--- config.mk ---
export PLATFORM = sky130hd
export DESIGN_NAME = scc_wave_core
export DESIGN_NICKNAME = d
export VERILOG_FILES = /design/src/rtl/scc_pkg.sv /design/src/rtl/scc_voice.sv /design/src/rtl/scc_wave_core.sv
export SDC_FILE = /design/constraint.sdc
export NUM_CORES = 2
export LEC_CHECK = 0
export CORE_MARGIN = 3
export CORE_UTILIZATION = 45
export CTS_CLUSTER_SIZE = 8
export DETAILED_ROUTE_END_ITERATION = 8
export GPL_ROUTABILITY_DRIVEN = 0
export SKIP_CTS_REPAIR_TIMING = 1
export SYNTH_ARGS = -nofsm -noshare
export SYNTH_HDL_FRONTEND = slang
export SYNTH_SLANG_ARGS = --single-unit
--- constraint.sdc ---
create_clock -name clk -period 7.01 [get_ports clk]
set_input_delay 1.402 -clock clk [delete_from_list [all_inputs] [get_ports clk]]
set_output_delay 1.402 -clock clk [all_outputs]
set_load 0.01 [all_outputs]
--- src/rtl/scc_pkg.sv ---
// Shared constants and types for the SCC/SCC+ wavetable sound core.
package scc_pkg;

  // Address map anchors inside the mapper's sound window
  localparam logic [7:0] SCC_REG_BASE    = 8'h80;
  localparam logic [7:0] SCCP_REG_BASE   = 8'hA0;
  localparam logic [7:0] SCC_SHARED_BASE = 8'h60;
  localparam logic [7:0] SCC_CH4_RD_BASE = 8'hA0;

  // Datapath widths
  localparam int SAMPLE_W = 8;
  localparam int VOL_W    = 4;
  localparam int IDX_W    = 5;
  localparam int ACC_W    = 15;
  localparam int PROD_W   = 13;

  // Periods below this freeze the voice
  localparam int MIN_PERIOD = 9;

  typedef enum logic [1:0] {
    MIX_IDLE = 2'd0,
    MIX_ACC  = 2'd1,
    MIX_OUT  = 2'd2
  } mix_state_t;

endpackage

--- src/rtl/scc_voice.sv ---
// One wavetable voice: period register, down-counter and sample index.
module scc_voice
  import scc_pkg::*;
#(
  parameter int PERIOD_W = 12
) (
  input  logic             clk,
  input  logic             reset,
  input  logic             ce,
  input  logic             per_wr_lo,
  input  logic             per_wr_hi,
  input  logic [7:0]       din,
  output logic [IDX_W-1:0] index
);

  logic [PERIOD_W-1:0] period;
  logic [PERIOD_W-1:0] counter;
  logic [PERIOD_W-1:0] new_period;

  // Merge a CPU byte / nibble write into the current period
  always_comb begin
    new_period = period;
    if (per_wr_lo) new_period[7:0] = din;
    if (per_wr_hi) new_period[PERIOD_W-1:8] = din[PERIOD_W-9:0];
  end

  // Period write reloads the counter; otherwise step the voice on ce
  always_ff @(posedge clk) begin
    if (reset) begin
      period  <= '0;
      counter <= '0;
      index   <= '0;
    end else if (per_wr_lo || per_wr_hi) begin
      period  <= new_period;
      counter <= new_period;
    end else if (ce && (period >= PERIOD_W'(MIN_PERIOD))) begin
      if (counter == '0) begin
        counter <= period;
        index   <= index + 1'b1;
      end else begin
        counter <= counter - 1'b1;
      end
    end
  end

endmodule

--- src/rtl/scc_wave_core.sv ---
// SCC/SCC+ wavetable sound core: register map, wave RAM, voices and mixer.
// Bus handshake: wr/rd are single-clk strobes with no back-pressure; read
// data appears on dout the clk after rd and is held until the next rd.
module scc_wave_core
  import scc_pkg::*;
#(
  parameter int CHANNELS = 5,
  parameter int PERIOD_W = 12,
  parameter int OUT_W    = 16
) (
  input  logic                    clk,
  input  logic                    reset,
  input  logic                    ce,
  input  logic                    scc_plus,
  input  logic [7:0]              addr,
  input  logic [7:0]              din,
  input  logic                    wr,
  input  logic                    rd,
  output logic [7:0]              dout,
  output logic signed [OUT_W-1:0] sound,
  output logic                    sound_valid
);

  localparam int WAVE_LEN = 2 ** IDX_W;

  logic [SAMPLE_W-1:0] wave     [CHANNELS][WAVE_LEN];
  logic [VOL_W-1:0]    volume   [CHANNELS];
  logic [CHANNELS-1:0] enable;
  logic [IDX_W-1:0]    index    [CHANNELS];
  logic [IDX_W-1:0]    snap_idx [CHANNELS];

  logic                wave_hit, shared_hit, reg_hit, rd_hit;
  logic [2:0]          wave_ch, rd_ch;
  logic [CHANNELS-1:0] wave_we, per_lo_we, per_hi_we, vol_we;
  logic                en_we;
  logic [7:0]          rdata;

  // Address decode; the map depends on scc_plus at the time of access
  always_comb begin
    wave_hit   = 1'b0;
    shared_hit = 1'b0;
    reg_hit    = 1'b0;
    rd_hit     = 1'b0;
    wave_ch    = addr[7:5];
    rd_ch      = addr[7:5];
    if (scc_plus) begin
      wave_hit = (addr < SCCP_REG_BASE);
      reg_hit  = (addr[7:4] == SCCP_REG_BASE[7:4]);
      rd_hit   = wave_hit;
    end else begin
      wave_hit   = (addr < SCC_REG_BASE);
      shared_hit = wave_hit && (addr >= SCC_SHARED_BASE);
      reg_hit    = (addr[7:5] == SCC_REG_BASE[7:5]);
      rd_hit     = wave_hit || (addr[7:5] == SCC_CH4_RD_BASE[7:5]);
      if (!wave_hit) rd_ch = 3'd4;
    end
  end

  // Per-channel write strobes; channels beyond CHANNELS simply never match
  always_comb begin
    for (int c = 0; c < CHANNELS; c++) begin
      wave_we[c]   = wr && wave_hit && ((wave_ch == 3'(c)) || (shared_hit && (c == 4)));
      per_lo_we[c] = wr && reg_hit && (addr[3:0] == 4'(2 * c));
      per_hi_we[c] = wr && reg_hit && (addr[3:0] == 4'(2 * c + 1));
      vol_we[c]    = wr && reg_hit && (addr[3:0] == 4'(10 + c));
    end
    en_we = wr && reg_hit && (addr[3:0] == 4'hF);
  end

  // Read mux: wave RAM bytes, everything else reads as 0xFF
  always_comb begin
    rdata = 8'hFF;
    for (int c = 0; c < CHANNELS; c++) begin
      if (rd_hit && (rd_ch == 3'(c))) rdata = wave[c][addr[IDX_W-1:0]];
    end
  end

  // Wave RAM, volume and enable registers
  always_ff @(posedge clk) begin
    if (reset) begin
      for (int c = 0; c < CHANNELS; c++) begin
        volume[c] <= '0;
        for (int i = 0; i < WAVE_LEN; i++) wave[c][i] <= '0;
      end
      enable <= '0;
    end else begin
      for (int c = 0; c < CHANNELS; c++) begin
        if (wave_we[c]) wave[c][addr[IDX_W-1:0]] <= din;
        if (vol_we[c])  volume[c] <= din[VOL_W-1:0];
      end
      if (en_we) enable <= din[CHANNELS-1:0];
    end
  end

  // Read data register; a simultaneous write forces 0xFF
  always_ff @(posedge clk) begin
    if (reset)   dout <= 8'hFF;
    else if (rd) dout <= wr ? 8'hFF : rdata;
  end

  for (genvar c = 0; c < CHANNELS; c++) begin : g_voice
    scc_voice #(.PERIOD_W(PERIOD_W)) u_voice (
      .clk       (clk),
      .reset     (reset),
      .ce        (ce),
      .per_wr_lo (per_lo_we[c]),
      .per_wr_hi (per_hi_we[c]),
      .din       (din),
      .index     (index[c])
    );
  end

  mix_state_t                 state, state_nxt;
  logic [2:0]                 ch_cnt;
  logic signed [ACC_W-1:0]    acc;
  logic                       start_mix, acc_en, load_out;
  logic [SAMPLE_W-1:0]        mix_sample;
  logic [VOL_W-1:0]           mix_vol;
  logic                       mix_en;
  logic signed [PROD_W-1:0]   prod;
  logic signed [ACC_W-1:0]    term;

  // Mixer state register
  always_ff @(posedge clk) begin
    if (reset) state <= MIX_IDLE;
    else       state <= state_nxt;
  end

  // Mixer next state; ce outside IDLE does not restart the mix
  always_comb begin
    state_nxt = state;
    case (state)
      MIX_IDLE: if (ce) state_nxt = MIX_ACC;
      MIX_ACC:  if (ch_cnt == 3'(CHANNELS - 1)) state_nxt = MIX_OUT;
      MIX_OUT:  state_nxt = MIX_IDLE;
      default:  state_nxt = MIX_IDLE;
    endcase
  end

  // Mixer control outputs
  always_comb begin
    start_mix = (state == MIX_IDLE) && ce;
    acc_en    = (state == MIX_ACC);
    load_out  = (state == MIX_OUT);
  end

  // Current channel's contribution: live wave/volume/enable, snapshotted index
  always_comb begin
    mix_sample = '0;
    mix_vol    = '0;
    mix_en     = 1'b0;
    for (int c = 0; c < CHANNELS; c++) begin
      if (ch_cnt == 3'(c)) begin
        mix_sample = wave[c][snap_idx[c]];
        mix_vol    = volume[c];
        mix_en     = enable[c];
      end
    end
    prod = $signed(mix_sample) * $signed({1'b0, mix_vol});
    term = mix_en ? {{(ACC_W - PROD_W){prod[PROD_W-1]}}, prod} : '0;
  end

  // Mixer datapath: index snapshot, accumulation and output register
  always_ff @(posedge clk) begin
    if (reset) begin
      acc         <= '0;
      ch_cnt      <= '0;
      sound       <= '0;
      sound_valid <= 1'b0;
      for (int c = 0; c < CHANNELS; c++) snap_idx[c] <= '0;
    end else begin
      sound_valid <= 1'b0;
      if (start_mix) begin
        acc    <= '0;
        ch_cnt <= '0;
        for (int c = 0; c < CHANNELS; c++) snap_idx[c] <= index[c];
      end else if (acc_en) begin
        acc    <= acc + term;
        ch_cnt <= ch_cnt + 3'd1;
      end
      if (load_out) begin
        sound       <= {{(OUT_W - ACC_W){acc[ACC_W-1]}}, acc};
        sound_valid <= 1'b1;
      end
    end
  end

endmodule

After elaboration in Yosys (flattened, before gate mapping)
Memory sizes are Yosys's and may differ from the RTL's.
Index checks and enable logic that the tools add are counted.
{ "word_totals": {"regBits": 194, "ram_bits": 1325, "in_bits": 22, "out_inout_bits": 25, "word_cells": 2866, "mem_count": 3} }
{ "mem_list": {"columns": ["name", "words", "word_bits", "read_ports", "rd_clocked_by_memory_dff", "wr", "line", "source"], "rows": [
  ["wave", 5, 256, 5, 0, 5, "scc_wave_core.sv:26", "logic [SAMPLE_W-1:0] wave [CHANNELS][WAVE_LEN];"],
  ["snap_idx", 5, 5, 5, 0, 5, "scc_wave_core.sv:30", "logic [IDX_W-1:0] snap_idx [CHANNELS];"],
  ["volume", 5, 4, 5, 0, 5, "scc_wave_core.sv:27", "logic [VOL_W-1:0] volume [CHANNELS];"]
]} }
{ "op_classes": {"addsub": 12, "n_mul": 1, "order_cmp": 15, "eq_ne": 33, "muxes": 1414, "bitwise": 1301, "reduce_logical": 65} }
{ "ops": {"columns": ["operator", "n"], "rows": [
  ["1-bit 2-to-1 mux", 1320],
  ["1-bit bitwise OR", 1290],
  ["256-bit 2-to-1 mux", 5],
  ["8-bit binary-select mux with 5-bit select", 10],
  ["8-bit 2-to-1 mux", 37],
  ["12-bit 2-to-1 mux", 15],
  ["12-bit by 4-bit >= comparator with 1-bit output (second input constant)", 5],
  ["12-bit logical NOT", 5],
  ["4-bit 2-to-1 mux", 15],
  ["12-bit by 1-bit subtractor with 12-bit output (second input constant)", 5],
  ["8-bit demux with 5-bit select", 1],
  ["4-bit equality test (second input constant)", 9],
  ["6-bit >= comparator (second input constant)", 6],
  ["1-bit logical AND", 36],
  ["5-bit NOT with 6-bit output", 6],
  ["5-bit by 1-bit adder with 5-bit output (second input constant)", 5],
  ["5-bit 2-to-1 mux", 5],
  ["3-bit by 2-bit equality test with 1-bit output (second input constant)", 6],
  ["4-bit by 3-bit equality test with 1-bit output (second input constant)", 4],
  ["8-bit < comparator (second input constant)", 2],
  ["15-bit adder", 1],
  ["15-bit 2-to-1 mux", 1],
  ["3-bit AND reduction", 5],
  ["8-bit by 5-bit multiplier with 13-bit output", 1],
  ["other kinds (22)", 46]
]} }

Longest topological paths before layout
{ "depth": {"word_depth": 12, "ltp_mapped": 32, "ltp_nobuf": 29} }

Modules after synthesis
From an unflattened synthesis, not the netlist that was laid out.
{ "unflattened": {"cells_unflattened": 6145, "area_unflattened_um2": 83883.0} }
{ "modules_own_cells": {"columns": ["module", "instances", "cells_per_inst", "area_each_um2", "seq_area_each_um2"], "rows": [
  ["scc_wave_core", 1, 5157, 75449.9, 40769.1],
  ["scc_voice (g_voice[1].u_voice ...)", 4, 197, 1690.4, 580.6],
  ["scc_voice (g_voice[0].u_voice)", 1, 200, 1671.6, 580.6]
]} }

Worst setup path before layout
No wires, ideal clock.
{ "synth_timing": {"path_kind": "register to register", "startpoint": "memory snap_idx[4][0] (netlist: snap_idx[0][20])", "endpoint": "register acc[14]", "setup_time_ns": 0.072, "t_arrival_ns": 7.612, "required_ns": 6.938, "setup_slack_ns": -0.674, "stages_incl_launch_ff": 30, "n_path_buf": 3, "synth_period_minus_slack_ns": 7.684, "cell_sequence": "edfxtp_1 buf_2 buf_2 buf_1 mux4_2 mux4_2 mux2_2 o21ai_0 nor2_1 ha_1 inv_1 fa_1 fa_1 inv_1 ha_1 a21oi_1 o21bai_1 a21oi_1 o21bai_1 a21oi_1 o21bai_1 a21oi_1 mux2_2 ha_1 or3_1 a2111oi_0 o31ai_1 or2_2 mux2i_1 mux2i_1"} }
{ "synth_lines": {"columns": ["item", "line", "source"], "rows": [
  ["start, declared", "scc_wave_core.sv:30", null],
  ["end signal, assigned", "scc_wave_core.sv:178", "acc <= acc + term;"],
  ["end, declared", "scc_wave_core.sv:115", "logic signed [ACC_W-1:0] acc;"]
]} }

==> impl_metrics.json <==
{
  "synth.avg_cell_area_sq_um": 13.82,
  "power_density_nw_per_um2": 256.0,
  "regToRegEndpoint": "acc[14]$_SDFFE_PP0N_",
  "rows": 156,
  "finalSetupViolations": 6,
  "tightest_slew_ns": 1.178,
  "die_y_um": 434.0,
  "setup_slack_ns": -0.5618,
  "area_growth_syn_to_layout_pct": 14.01,
  "fin_worst_skew_ns": 0.06293,
  "path_common_cell": "ha_4",
  "grt_overflow": 0,
  "p_switching_w": 0.006453,
  "wl_per_cell_um": 30.73,
  "required_ns": 7.78,
  "r2r_start": "snap_idx[0][0]$_SDFFCE_PN0P_",
  "hold_ws_ns": 0.4553,
  "grt_pass1_vias": 53670,
  "critPathCapture": "acc[14]$_SDFFE_PP0N_",
  "internal-power_w": 0.01761,
  "cts.sinks": 1519,
  "fin_area_sq_um": 93990,
  "share_comb_of_total_power": 0.169,
  "antenna_found_initial": 17,
  "crit_buf_inv": 6,
  "postSynth.asyncResetShare": 0,
  "core-area_sq_um": 181300,
  "hold_viol_final": 0,
  "yosys_warnings": 0,
  "min_period_ns": 7.572,
  "clkTransAtPathRegs_ns": 0.05,
  "muxShareOfSynthArea": 0.2279,
  "pin_count": 47,
  "htree_levels": 4,
  "synth_top_family_by_area": "multiplexers",
  "fmax_ghz": 0.1321,
  "synth_ff_type": "edfxtp_1",
  "clockBufferDepth": 3,
  "syn_nets": 6061,
  "drv_slew": 0,
  "yosysSeqAreaShare": 0.5298,
  "portBuffers": 46,
  "first_pass_iters": 6,
  "r2r_setup_slack_ns": -0.56,
  "grt_pass1_wl_mm": 381.3,
  "critical_path.startpoint_type": "flip-flop",
  "synthSimpleGateAreaFrac": 0.1592,
  "cp-end-kind": "flip-flop",
  "drt_iter0_drc": 6055,
  "p_clk_frac": 0.394,
  "p_sw_frac": 0.2682,
  "fillers": 15010,
  "postSynthCellCount": 5963,
  "grt_max_degree": 120,
  "viasPerCell": 6.343,
  "crit_type": "reg -> reg",
  "slew_headroom": 0.2088,
  "grtUsageTotal": 0.2790,
  "numCtsBuffers": 208,
  "vias": 54600,
  "worst_path_largest_cell_delay_ns": 0.55,
  "syn-cell-area_sq_um": 82440,
  "rsz0062_at_grt": "yes",
  "cp_num_cells": 33,
  "status": "finished, violations left",
  "drive_above_1_share": 0.2703,
  "antenna_left": 0,
  "multi_input_area_sq_um": 37020,
  "startpoint": "snap_idx[0][0]$_SDFFCE_PN0P_",
  "crit_family": "compound AO/OA/AOI/OAI gates",
  "synth-edff-count": 1325,
  "reg2reg_depth": 33,
  "register_area_sq_um": 43670,
  "ys_seq_elements": 1519,
  "period_share": 1.080,
  "min_path_cells": 2,
  "violations": "setup timing",
  "start_util": 0.4546,
  "slowest_stage": "mux4_2",
  "drt_wl_total_mm": 264.5,
  "fin_util": 0.5183,
  "hp-class": "reg -> reg",
  "synthDistinctLibCells": 70,
  "p_seq_frac": 0.437,
  "tritoncts": "done",
  "dieArea_sq_um": 188400,
  "synth_xor_area_frac": 0.005631,
  "synth_compound_area_frac": 0.03697,
  "drv_cap": 0,
  "placed_area_sq_um": 87050,
  "critPathMaxFanout": 7,
  "hpwl_mm": 178.4,
  "cp.arrival_ns": 8.34,
  "die_x_um": 434.0,
  "nets": 6214,
  "synth_fa_ha_area_frac": 0.01317,
  "cts-root-buf": "clkbuf_16",
  "power_leakage_nw": 33.12,
  "ir_drop_mv": 0.2101,
  "drc": 0,
  "insertion_delay_ns": 0.86
}
worst min-delay path by stage:
| stage | start | to | slack [ns] |
|---|---|---|---|
| 2_1_floorplan | acc[14]$_SDFFE_PP0N_ | sound[14]$_SDFFE_PP0P_ | 0.44 |
| 6_report | sound[13]$_SDFFE_PP0P_ | sound[13]$_SDFFE_PP0P_ | 0.46 |
| 4_1_cts | sound[13]$_SDFFE_PP0P_ | sound[13]$_SDFFE_PP0P_ | 0.46 |
| 3_3_place_gp | sound[4]$_SDFFE_PP0P_ | sound[4]$_SDFFE_PP0P_ | 0.45 |
| 5_1_grt | sound[10]$_SDFFE_PP0P_ | sound[10]$_SDFFE_PP0P_ | 0.49 |
| 3_5_place_dp | sound[13]$_SDFFE_PP0P_ | sound[13]$_SDFFE_PP0P_ | 0.45 |
power groups by stage:
stage / logic (W) / registers [W] / clock network, W
after floorplan: 0.00227 / 0.0105 / 0
after global placement: 0.00366 / 0.0107 / 0
after detailed placement: 0.00367 / 0.0107 / 0
after CTS: 0.00369 / 0.0105 / 0.00961
after global routing: 0.00427 / 0.0105 / 0.00997
final: 0.00406 / 0.0105 / 0.00949
logic make-up after synthesis:
group | Yosys count
compound gates | 478
simple gates | 2405
flops | 1519
fa+ha+maj | 76
buf+inv | 565
xor+xnor | 53
mux | 867
metrics by stage:
step	worst slack [ns]	setup TNS (ns)	total power, W	cells
after global routing	-0.8099	-3.869	0.02478	8600
after floorplan	0.01772	0	0.01279	5963
after CTS	-0.6658	-2.578	0.02380	8559
after global placement	-0.5956	-2.100	0.01432	8235
final	-0.5618	-2.143	0.02406	8607
after detailed placement	-0.6327	-2.243	0.01434	8235
area by class of cell:
| class | instances | share of cell area |
|---|---|---|
| clock buffers | 307 | 0.05944 |
| diodes | 7 | 0.0001864 |
| well taps | 2370 | 0.03155 |
| repair buffers | 441 | 0.04325 |
| flip-flops and latches | 1519 | 0.4646 |
| inverters | 67 | 0.002702 |
| multi-input cells | 3879 | 0.3939 |
| clock inverters | 17 | 0.004340 |
cell usage in the layout (no fill, tap or decap), types with 194 or more instances in the layout:
cell type	instances
and3_1	263
nor2_1	383
buf_4	340
and2_1	1060
nand2_1	344
clkbuf_16	213
a21oi_1	202
dfxtp_1	194
mux4_2	800
edfxtp_1	1325
cells in the mapped netlist, types with 11 or more instances:
| master | instances | area, sq um |
|---|---|---|
| edfxtp_1 | 1325 | 39790 |
| and2_1 | 1061 | 6638 |
| mux4_2 | 800 | 18020 |
| nor2_1 | 387 | 1453 |
| clkbuf_1 | 372 | 1396 |
| nand2_1 | 346 | 1299 |
| and3_1 | 263 | 1645 |
| a21oi_1 | 209 | 1046 |
| dfxtp_1 | 194 | 3884 |
| or2_2 | 142 | 888.4 |
| buf_2 | 71 | 355.3 |
| inv_1 | 65 | 244.0 |
| ha_1 | 58 | 725.7 |
| nand3_1 | 53 | 265.3 |
| buf_1 | 48 | 180.2 |
| nor3_1 | 47 | 235.2 |
| a21o_1 | 39 | 292.8 |
| o21ai_0 | 35 | 175.2 |
| mux2i_1 | 33 | 330.3 |
| a31oi_1 | 32 | 200.2 |
| mux2_2 | 30 | 337.8 |
| o221ai_1 | 29 | 254.0 |
| xnor2_1 | 29 | 254.0 |
| o211ai_1 | 25 | 187.7 |
| xor2_1 | 24 | 210.2 |
| nand2b_1 | 22 | 137.6 |
| nor2b_1 | 22 | 137.6 |
| fa_1 | 18 | 360.4 |
| nor4_1 | 18 | 112.6 |
| a211oi_1 | 17 | 127.6 |
| o22ai_1 | 16 | 100.1 |
| a221oi_1 | 14 | 122.6 |
| or3_1 | 14 | 87.58 |
| nand4_1 | 13 | 81.33 |
| o31ai_1 | 11 | 82.58 |
worst min-delay path: cells and delay by family, from the launching register on:
| kind | cells | cell delay [ns] |
|---|---|---|
| flops | 1 | 0.30 |
| simple gates | 1 | 0.05 |
| compound gates | 1 | 0.05 |
layer usage:
| metal | wire length (um) | share of wire | track usage |
|---|---|---|---|
| met1 | 103900 | 0.39 | 0.3795 |
| met2 | 125500 | 0.47 | 0.4418 |
| met3 | 23870 | 0.090 | 0.05675 |
| met4 | 11150 | 0.042 | 0.1111 |
| met5 | 27 | 0.00010 | 0 |
registers in the layout (all words and copies together), names as in the netlist:
signal                   cells
g_voice.u_voice.index       25
wave                      1280
volume                      20
sound                       15
dout                         8
sound_valid                  1
acc                         15
ch_cnt                       3
snap_idx                    25
enable                       5
state                        2
g_voice.u_voice.counter     60
g_voice.u_voice.period      60
(Power assumes the default switching activity.)
